## src/rtl/frame_geometry.sv

```systemverilog
// frame_geometry: measures active pixels per line and lines per frame from the
// FrameIn/LineIn timing, checks every line against the first line of the frame
// and publishes Width/Height once the same geometry has been seen on
// LOCK_FRAMES consecutive clean frames.
module frame_geometry #(
    parameter int W_BITS      = 8,
    parameter int H_BITS      = 8,
    parameter int LOCK_FRAMES = 2
) (
    input  logic              Clk,
    input  logic              nReset,
    input  logic              FrameIn,
    input  logic              LineIn,
    output logic [W_BITS-1:0] Width,
    output logic [H_BITS-1:0] Height,
    output logic              Locked,
    output logic              LineErr,
    output logic              Overflow
);

    localparam logic [1:0] S_IDLE  = 2'd0;
    localparam logic [1:0] S_FRAME = 2'd1;
    localparam logic [1:0] S_EVAL  = 2'd2;

    localparam logic [3:0] LOCK_THR  = 4'(LOCK_FRAMES);
    localparam logic [3:0] MATCH_MAX = 4'd15;

    logic              r_frame_d;
    logic              r_line_d;
    logic [1:0]        r_state;
    logic [W_BITS-1:0] r_wcnt;
    logic [W_BITS-1:0] r_ref_w;
    logic [H_BITS-1:0] r_hcnt;
    logic              r_first;
    logic              r_bad;
    logic [W_BITS-1:0] r_cand_w;
    logic [H_BITS-1:0] r_cand_h;
    logic [3:0]        r_match;
    logic [W_BITS-1:0] r_width;
    logic [H_BITS-1:0] r_height;
    logic              r_locked;
    logic              r_line_err;
    logic              r_overflow;

    logic              w_frame_start;
    logic              w_frame_end;
    logic              w_line_end;
    logic              w_in_frame;
    logic              w_pix;
    logic              w_w_ovf;
    logic              w_h_ovf;
    logic              w_len_err;
    logic              w_reject;
    logic              w_same;
    logic              w_lock;
    logic [3:0]        w_match_next;
    logic [W_BITS-1:0] w_cand_w_next;
    logic [H_BITS-1:0] w_cand_h_next;

    assign w_frame_start = FrameIn & ~r_frame_d;
    assign w_frame_end   = ~FrameIn & r_frame_d;
    // A line also closes when the frame ends underneath it.
    assign w_line_end    = (r_line_d & ~LineIn) | (w_frame_end & r_line_d);
    assign w_in_frame    = (r_state == S_FRAME);
    // A LineIn sample taken after FrameIn has dropped lies outside the frame,
    // so it closes the line but does not add a pixel.
    assign w_pix         = w_in_frame & LineIn & FrameIn;
    assign w_w_ovf       = w_pix & (&r_wcnt);
    assign w_h_ovf       = w_in_frame & w_line_end & (&r_hcnt);
    assign w_len_err     = w_in_frame & w_line_end & ~r_first & (r_wcnt != r_ref_w);

    assign Width    = r_width;
    assign Height   = r_height;
    assign Locked   = r_locked;
    assign LineErr  = r_line_err;
    assign Overflow = r_overflow;

    // End-of-frame decision: reject, confirm the candidate, or adopt a new one.
    always_comb begin
        w_reject      = r_bad | (r_hcnt == '0);
        w_same        = (r_ref_w == r_cand_w) && (r_hcnt == r_cand_h) && (r_match != 4'd0);
        w_match_next  = r_match;
        w_cand_w_next = r_cand_w;
        w_cand_h_next = r_cand_h;
        if (w_reject) begin
            w_match_next = 4'd0;
        end else if (w_same) begin
            w_match_next = (r_match == MATCH_MAX) ? MATCH_MAX : r_match + 4'd1;
        end else begin
            w_cand_w_next = r_ref_w;
            w_cand_h_next = r_hcnt;
            w_match_next  = 4'd1;
        end
        w_lock = ~w_reject && (w_match_next >= LOCK_THR);
    end

    // Input delays for edge detection; FrameIn_d resets high so that a frame
    // already running at reset release never looks like a frame start.
    always_ff @(posedge Clk or negedge nReset) begin
        if (!nReset) begin
            r_frame_d <= 1'b1;
            r_line_d  <= 1'b0;
        end else begin
            r_frame_d <= FrameIn;
            r_line_d  <= LineIn;
        end
    end

    // Frame FSM with per-frame pixel/line counting and line-length checking.
    always_ff @(posedge Clk or negedge nReset) begin
        if (!nReset) begin
            r_state <= S_IDLE;
            r_wcnt  <= '0;
            r_hcnt  <= '0;
            r_ref_w <= '0;
            r_first <= 1'b1;
            r_bad   <= 1'b0;
        end else begin
            case (r_state)
                S_IDLE: begin
                    if (w_frame_start) begin
                        r_state <= S_FRAME;
                        r_wcnt  <= '0;
                        r_hcnt  <= '0;
                        r_ref_w <= '0;
                        r_first <= 1'b1;
                        r_bad   <= 1'b0;
                    end
                end
                S_FRAME: begin
                    if (w_pix && !(&r_wcnt)) begin
                        r_wcnt <= r_wcnt + 1'b1;
                    end
                    if (w_line_end) begin
                        if (!(&r_hcnt)) begin
                            r_hcnt <= r_hcnt + 1'b1;
                        end
                        if (r_first) begin
                            r_ref_w <= r_wcnt;
                            r_first <= 1'b0;
                        end
                        r_wcnt <= '0;
                    end
                    if (w_w_ovf || w_h_ovf || w_len_err) begin
                        r_bad <= 1'b1;
                    end
                    if (w_frame_end) begin
                        r_state <= S_EVAL;
                    end
                end
                S_EVAL: begin
                    if (w_frame_start) begin
                        r_state <= S_FRAME;
                        r_wcnt  <= '0;
                        r_hcnt  <= '0;
                        r_ref_w <= '0;
                        r_first <= 1'b1;
                        r_bad   <= 1'b0;
                    end else begin
                        r_state <= S_IDLE;
                    end
                end
                default: r_state <= S_IDLE;
            endcase
        end
    end

    // LineErr pulse and sticky counter-saturation flag.
    always_ff @(posedge Clk or negedge nReset) begin
        if (!nReset) begin
            r_line_err <= 1'b0;
            r_overflow <= 1'b0;
        end else begin
            r_line_err <= w_len_err;
            if (w_w_ovf || w_h_ovf) begin
                r_overflow <= 1'b1;
            end
        end
    end

    // Lock tracking; published geometry only changes when a lock is reached.
    always_ff @(posedge Clk or negedge nReset) begin
        if (!nReset) begin
            r_cand_w <= '0;
            r_cand_h <= '0;
            r_match  <= 4'd0;
            r_width  <= '0;
            r_height <= '0;
            r_locked <= 1'b0;
        end else if (r_state == S_EVAL) begin
            r_cand_w <= w_cand_w_next;
            r_cand_h <= w_cand_h_next;
            r_match  <= w_match_next;
            r_locked <= w_lock;
            if (w_lock) begin
                r_width  <= w_cand_w_next;
                r_height <= w_cand_h_next;
            end
        end
    end

endmodule
```

## config.mk

```make
export PLATFORM = sky130hd
export DESIGN_NAME = frame_geometry
export DESIGN_NICKNAME = d
export VERILOG_FILES = /design/src/rtl/frame_geometry.sv
export SDC_FILE = /design/constraint.sdc
export NUM_CORES = 1
export LEC_CHECK = 0
export CAP_MARGIN = 20
export CORE_ASPECT_RATIO = 1.1
export CORE_UTILIZATION = 60
export DETAILED_ROUTE_END_ITERATION = 10
export PLACE_DENSITY_LB_ADDON = 0.15
export SETUP_SLACK_MARGIN = 0.15
export SLEW_MARGIN = 30
export SYNTH_ARGS = -nofsm -noshare
export SYNTH_HDL_FRONTEND = slang
export SYNTH_SLANG_ARGS = --single-unit
```

## constraint.sdc

```tcl
create_clock -name Clk -period 5.2 [get_ports Clk]
set_input_delay 1.3 -clock Clk [delete_from_list [all_inputs] [get_ports Clk]]
set_output_delay 1.3 -clock Clk [all_outputs]
set_load 0.05 [all_outputs]
```

# Yosys cells after proc, flatten, opt, wreduce, memory -nomap -nowiden

Index checks and enable logic that the tools add are counted.

Logic and storage cells: 100
Bits in registers: 69
Output and inout port bits: 19
Input bits: 4

Reductions and logical operators: 21
Add/sub/neg operators: 3
$lt $le $gt $ge: 1
Multiplexer cells: 27
Bitwise gates (word level): 18
Equal/unequal tests: 14

Operator list:

| operator                                                          | number |
|---|---|
| 2-to-1 mux 8 bit                                                  | 11 |
| case mux 8 bit (2 select lines)                                   | 3 |
| adder 8 x 1 -> 8 bit, second input constant                       | 2 |
| == test 8 bit                                                     | 2 |
| AND reduction 8 bit                                               | 2 |
| 2-to-1 mux 4 bit                                                  | 3 |
| AND 1 bit                                                         | 11 |
| != test 2 bit, second input constant                              | 5 |
| AND reduction 3 bit                                               | 3 |
| zero test 8 bit                                                   | 1 |
| != test 8 bit                                                     | 1 |
| AND reduction 4 bit                                               | 2 |
| case mux 2 bit (3 select lines)                                   | 1 |
| 2-to-1 mux 1 bit                                                  | 5 |
| NOT 1 bit                                                         | 5 |
| adder 4 x 1 -> 4 bit, second input constant                       | 1 |
| == test 4 bit, second input constant                              | 1 |
| greater-or-equal comparator 4 x 2 -> 1 bit, second input constant | 1 |
| logical AND 1 bit                                                 | 4 |
| 2-to-1 mux 2 bit                                                  | 2 |
| != test 2 x 1 -> 1 bit, second input constant                     | 2 |
| case mux 1 bit (2 select lines)                                   | 2 |
| AND reduction 2 bit                                               | 2 |
| nonzero test 4 bit                                                | 1 |
| 9 further kinds                                                   | 11 |

# Depth between registers and ports, before layout

Gate-level depths: netlist of run 1.

Word-level depth: 10
Mapped depth: 8
Gate-level depth less buffers: 6

# Worst setup path after synthesis of run 1

Ideal clock, no wire load.

Path type: input -> register
Start: input port FrameIn
End: register r_hcnt[5]
Data required time: 5122 ps
Arrival time: 2518 ps
Path buffers: 0
Cell stages on the path: 5
Setup slack: 2604 ps
Library setup time: 78 ps
Path through: nand2b_1 a211oi_2 o22ai_2 or4_1 a21oi_1

Cells in the longest elaborated chain, start to end: 6
Elaborated cells between the ends (all ways): 8
Classes of those cells: eq/ne (2); bitwise (5); reduce/logical (1)

Ends and longest elaborated chain:

| item                                     | RTL line | source |
|---|---|---|
| start: declaration                       | 12       | `input logic FrameIn,` |
| NOT 1 bit                                | 61       | `assign w_frame_end = ~FrameIn & r_frame_d;` |
| AND 1 bit                                | 61       |  |
| AND 1 bit                                | 63       | `assign w_line_end = (r_line_d & ~LineIn) \| (w_frame_end & r_line_d);` |
| OR 1 bit                                 | 63       |  |
| != test 2 bit (no source line)           | --       |  |
| AND reduction 4 bit (no source line) (*) | --       |  |
| end signal: assignment                   | 136      | `r_hcnt <= r_hcnt + 1'b1;` |
| end: declaration                         | 33       | `logic [H_BITS-1:0] r_hcnt;` |

Mark *: on every way between the ends. The rest lies on a longest branch, timed or not.
A chain may end at the register's enable or synchronous reset.

# Worst setup path after layout of run 1

Ends and elaborated chain as after synthesis.

==> results of run 1 <==
cell usage after synthesis (all sizes together) (3+ instances only):
| cell type | number |
|---|---|
| a21oi | 7 |
| a22o | 4 |
| and2 | 3 |
| and3 | 5 |
| buf | 6 |
| clkbuf | 6 |
| dfrtp | 67 |
| ha | 5 |
| inv | 7 |
| mux2 | 32 |
| nand2 | 41 |
| nand2b | 5 |
| nand3 | 6 |
| nand4 | 3 |
| nor2 | 13 |
| nor2b | 3 |
| nor3 | 8 |
| nor4 | 3 |
| o21ai | 26 |
| o31ai | 4 |
| or4 | 5 |
| xnor2 | 6 |
| xor2 | 18 |
power by group through the flow:
stage	clock network, mW	registers [mW]	logic (mW)
3_5_place_dp	0	0.651	0.260
3_3_place_gp	0	0.648	0.254
4_1_cts	0.400	0.641	0.262
5_1_grt	0.427	0.650	0.293
2_1_floorplan	0	0.632	0.205
6_report	0.395	0.641	0.262
worst reg2reg max path, delay by kind of cell, from the launching register on:
kind	cells	cell delay, ns
AND/OR/NAND/NOR	2	0.51
XOR/XNOR	1	0.25
flip-flops	1	0.47
multiplexers	1	0.42
AO/OA/AOI/OAI	1	0.70
flip-flops by register name, summed over array words and instances, names as in the netlist, 2 cells and up:
signal	flops
r_ref_w	8
r_cand_h	8
Width	8
Height	8
r_wcnt	8
r_cand_w	8
r_state	2
r_match	4
r_hcnt	8
per-stage QoR:
step           hold WS, ns  power (mW)
6_report            0.4768       1.298
5_1_grt             0.4891       1.370
4_1_cts             0.4769       1.303
3_5_place_dp        0.4552      0.9116
3_3_place_gp        0.4505      0.9021
2_1_floorplan       0.4463      0.8378
layout make-up:
type	instances	share of cell area, %
flip-flops and latches	69	45.00
clock inverters	4	0.5861
multi-input cells	220	41.45
clock buffers	12	4.038
repair buffers	23	5.796
inverters	7	0.6838
well taps	75	2.442
path summary, 6_finish.rpt:
check / start / endpoint / cells after the start
worst max-delay path: FrameIn / r_hcnt[5] / 6
worst min-delay path: Overflow / Overflow / 1
worst max register to register: r_hcnt[2] / r_cand_h[2] / 5
worst min register to register: Overflow / Overflow / 1
max in group asynchronous: nReset / r_frame_d / 2
min in group asynchronous: nReset / Width[2] / 1
logic make-up after synthesis:
family	after synthesis
and+or+nand+nor	100
DFF	69
AOI/OAI and AO/OA	59
muxes	32
xor gates and xnor gates	24
buffers and inverters	19
adders and majority gates	5
cells in the final DEF (no fill, tap or decap), types with 3 or more instances in the layout:
cell type | Yosys | layout
clkinv_2 | 0 | 3
clkbuf_8 | 0 | 11
nor2_1 | 12 | 12
o21ai_0 | 22 | 22
a21oi_1 | 7 | 7
xnor2_1 | 6 | 6
nand2_1 | 41 | 41
a22o_1 | 4 | 4
mux2_4 | 9 | 9
and3_1 | 4 | 4
xor2_1 | 18 | 18
mux2_1 | 10 | 10
nor3_1 | 8 | 8
nand2b_1 | 5 | 5
o31ai_1 | 4 | 4
nand3_1 | 6 | 6
clkdlybuf4s50_1 | 0 | 21
nor2b_1 | 3 | 3
mux2_2 | 13 | 13
and2_1 | 3 | 3
o21ai_1 | 3 | 3
inv_1 | 7 | 7
dfrtp_1 | 67 | 67
or4_1 | 5 | 5
ha_1 | 5 | 5
routing by layer:
metal,GRT usage [%],vias to the layer above
li1,-,1131
met1,32.76,1179
met2,39.72,54
met3,4.218,18
met4,11.73,0
met5,0,-
==> flow_metrics.tcl, run 1 <==
set metrics [dict create \
    outcome "finished clean" \
    synth_fa_ha_area_share_pct 1.835 \
    place_congestion 0.8833 \
    maxSlewViolCount 0 \
    die_w_um 73.88 \
    fin_crit_sh_pct 58.64 \
    routed.top_layer "met4" \
    post_cts_buffers 0 \
    dp_hpwl_um 4548 \
    synth_compound_area_share_pct 12.00 \
    worst_setup_path_end_kind "flip-flop" \
    syn-instance-count 308 \
    vias 2382 \
    ys_ff_latch 69 \
    cts-resized-gates 0 \
    ios 23 \
    path_cells "clkdlybuf4s50_1 > nand2b_1 > a211oi_2 > o22ai_2 > or4_1 > a21oi_1" \
    nNetsFinal 339 \
    async_reset_ff_share_pct 100.0 \
    clk-insertion-delay-late_ns 0.34 \
    drtIter0Drc 144 \
    drcViolationCount 0 \
    grt_pass1_wl_um 10930 \
    wl_per_cell_um 16.25 \
    clock_skew_ns 0.006799 \
    fillers 418 \
    multiInputGateArea_sq_mm 0.001593 \
    synth_cell_types 53 \
    worst_path_max_delay_cell "or4_1" \
    combPwrFrac_pct 20.2 \
    grt_max_degree 41 \
    power_density_mw_per_mm2 337.7 \
    hold_path_class "flip-flop to flip-flop" \
    wl_met3_um 195 \
    p_switching_uw 419.4 \
    irDropWorstVdd_v 0.0002230 \
    timing.final.crit_period_ns 3.049 \
    holdBufCountCts 0 \
    cts_made_buffers 9 \
    rsz0062_at_grt "no" \
    syn_nets 317 \
    cts_tree "built" \
    synthMuxAreaShare_pct 11.56 \
    yosysWarnings 0 \
    synth_top_family_by_area "simple AND/OR/NAND/NOR gates" \
    routed-wl-met2_um 3158 \
    drive_gt1_share_pct 14.93 \
    area_delta_synth_final_pct 12.70 \
    antenna_cells 0 \
    synth.largest_area_cell "dfrtp_1" \
    postPlaceCellArea_sq_mm 0.003659 \
    seqCellArea_sq_mm 0.001729 \
    via_per_inst 5.810 \
    synthTopCellsByArea "dfrtp_1 49%, xor2_1 4.6%, nand2_1 4.5%, mux2_2 4.3%, mux2_4 4.0%" \
    hold_violations 0 \
    setup_violations 0 \
    cts-root-buf "clkbuf_8" \
    synth_xor_area_share_pct 6.165 \
    grt_pass1_vias 2247 \
    cp.required_ns 5.47 \
    power_frac_clock_pct 30.4 \
    cell_internal_pwr_uw 878.3 \
    cts_num_sinks 69 \
    arrival_ns 3.32 \
    crit_path_start_kind "input pin" \
    cp_max_fo 16 \
    crit_type "input pin to flip-flop" \
    rows 28 \
    grt_antenna_before_repair 0 \
    wl_met1_um 3144 \
    seqPwrFrac_pct 49.4 \
    slowest_delay_ns 0.52 \
    grt_usage_pct 24.79 \
    avgSynthCellArea_sq_um 11.07 \
    grt.overflow.total 0 \
    htree_num_levels 3 \
    fin_cells 410 \
    p_sw_share_pct 32.32 \
    timing.slew.headroom_pct 43.92 \
    synth-seq-area-share_pct 50.72 \
    port-buffer-count 22 \
    initial_core_util_pct 62.79 \
    fin_ws_ns 2.151 \
    reg2reg_setup_slack_ns 2.74 \
    synth_edf_count 0 \
    core_sq_mm 0.005430 \
    cap_violations 0 \
    tightest_slew_ns 0.8410 \
    synthFlopType "dfrtp_1" \
    syn_area_sq_mm 0.003410 \
    wirelength_um 6663 \
    postLayoutCoreUtil_pct 70.76 \
    clk_pin_slew_ns 0.07 \
    fmax_ghz 0.3280 \
    die_y_um 81.06 \
    synth_top_area_share_pct 49.17 \
    synth-simple-area-share_pct 14.97 \
    pre_cts_slack_ns 1.832 \
    tns_ns 0 \
    clockBufferDepth 2 \
    die_area_sq_mm 0.005988 \
    path_buf_inv 1 \
    power_leakage_nw 1.873 \
    ant_nets 0 \
    dr.pass1.iters 4 \
    dp.cells 394 \
    stdcell_area_sq_mm 0.003842 \
    crit_family "compound AO/OA/AOI/OAI gates" \
]
Note: power is estimated with default switching activity, not from simulation.
==> run 2: changes to the inputs <==
- CORE_UTILIZATION: 60 -> 59
- clock period: 5.2 -> 3.2 ns (I/O delays scaled with it)
==> run 2 against run 1 <==
  * Clock power grew 74%
  * Clock-buffer cell count rose by 2
  * Worst hold slack improved by 0.0041 ns
  * Non-clock buffer count increased by 1
  * Core utilization shrank 0.13 points
  * Largest power group unchanged
==> flow_metrics.tcl, run 2 (synthesized netlist as in run 1, its figures left out) <==
set metrics [dict create \
    outcome "finished clean" \
    antenna_cells 0 \
    tns_ns 0 \
    power_leakage_nw 1.879 \
    cp_max_fo 16 \
    setup.worst_path.start "FrameIn" \
    htree_num_levels 3 \
    vias 2410 \
    timing.slew.headroom_pct 43.37 \
    drtIter0Drc 124 \
    setup_violations 0 \
    grt_pass1_vias 2278 \
    fin_ws_ns 0.6504 \
    ios 23 \
    grt_antenna_before_repair 0 \
    dp_hpwl_um 4470 \
    die_y_um 81.73 \
    cts_num_sinks 69 \
    tightest_slew_ns 0.8494 \
    place_congestion 0.8721 \
    wirelength_um 6599 \
    holdWs_ns 0.4809 \
    path_cells "clkdlybuf4s50_1 > nand2b_1 > a211oi_2 > o22ai_2 > or4_1 > a21oi_1" \
    port-buffer-count 22 \
    cap_violations 0 \
    fin_crit_sh_pct 79.68 \
    final_cell_mix "67 x dfrtp_1, 41 x nand2_1, 22 x o21ai_0" \
    postLayoutCoreUtil_pct 70.63 \
    cts_tree "built" \
    drive_gt1_share_pct 14.29 \
    initial_core_util_pct 62.39 \
    min_from "Overflow" \
    ant_nets 0 \
    via_per_inst 5.864 \
    dp.cells 395 \
    nNetsFinal 340 \
    pre_cts_slack_ns 0.2895 \
    final_common_cell "dfrtp_1" \
    slowest_delay_ns 0.51 \
    arrival_ns 2.82 \
    clockBufferDepth 2 \
    grt_usage_pct 24.44 \
    rows 28 \
    hold_violations 0 \
    clk-insertion-delay-late_ns 0.34 \
    drcViolationCount 0 \
    maxSlewViolCount 0 \
    area_delta_synth_final_pct 13.21 \
    wl_per_cell_um 16.06 \
    post_cts_buffers 0 \
    clock_skew_ns 0.009452 \
    crit_path_start_kind "input pin" \
    cts_made_buffers 9 \
    rsz0062_at_grt "no" \
    core_sq_mm 0.005465 \
    crit_type "input pin to flip-flop" \
    power_density_mw_per_mm2 560.3 \
    cp.required_ns 3.47 \
    fmax_ghz 0.3922 \
    worst_setup_path_end_kind "flip-flop" \
    cts-resized-gates 0 \
    fin_cells 411 \
    fillers 418 \
    holdBufCountCts 0 \
    grt_pass1_wl_um 10790 \
    die_area_sq_mm 0.006087 \
    reg2reg_from "r_state[0]" \
    hold_path_class "flip-flop to flip-flop" \
    die_w_um 74.48 \
    dr.pass1.iters 4 \
    irDropWorstVdd_v 0.0003096 \
    cts-root-buf "clkbuf_8" \
    worst_path_max_delay_cell "or4_1" \
    grt_max_degree 70 \
    timing.final.crit_period_ns 2.550 \
    clk_pin_slew_ns 0.07 \
    grt.overflow.total 0 \
]
-- run 2: cell count changes in the layout (fill, tap and decap cells not counted), sizes merged --
cell      delta
buf          +1
bufinv       +1
clkbuf       +2
clkinv       -2
clkinvlp     -1
-- run 2: path summary, 6_finish.rpt --
check / to / slack, ns / depth (start not counted)
setup / recovery: r_hcnt[5] / 0.65 / 6
hold / removal: Overflow / 0.48 / 1
setup reg to reg: r_hcnt[5] / 0.81 / 5
hold reg to reg: Overflow / 0.48 / 1
max in group asynchronous: r_cand_h[1] / 1.99 / 2
min in group asynchronous: Width[2] / 0.64 / 2
-- run 2: per-layer routing --
metal / up-vias / GRT usage (%) / routed length [um]
met1: 1194 / 32.17 / 3056
li1: 1141 / - / -
met3: 12 / 6.258 / 233
met5: - / 0 / 0
met2: 63 / 38.02 / 3162
met4: 0 / 10.94 / 147
-- run 2: power breakdown --
| group | switching (mW) | total, mW | internal [mW] |
|---|---|---|---|
| combinational | 0.267 | 0.434 | 0.167 |
| sequential | 0.0997 | 1.04 | 0.942 |
| clock | 0.305 | 0.687 | 0.382 |
-- run 2: area by class of cell --
cell class / instances / area (sq um) / area share, %
timing repair buffer: 24 / 230.2 / 5.964
clock buffer: 14 / 152.6 / 3.955
inverter: 7 / 26.28 / 0.6807
sequential: 69 / 1729 / 44.80
multi-input combinational: 220 / 1593 / 41.26
clock inverter: 2 / 35.03 / 0.9076
tap: 75 / 93.84 / 2.431
-- run 2: stage by stage --
step	power (mW)	area, sq um
2_1_floorplan	1.361	3410
3_3_place_gp	1.468	3666
3_5_place_dp	1.485	3666
4_1_cts	2.175	3854
5_1_grt	2.274	3860
6_report	2.163	3860
-- run 2: worst max-delay path, delay by kind of cell --
family	cells	cell delay [ns]
simple gates	2	0.74
buf+inv	1	0.48
compound gates	3	0.79
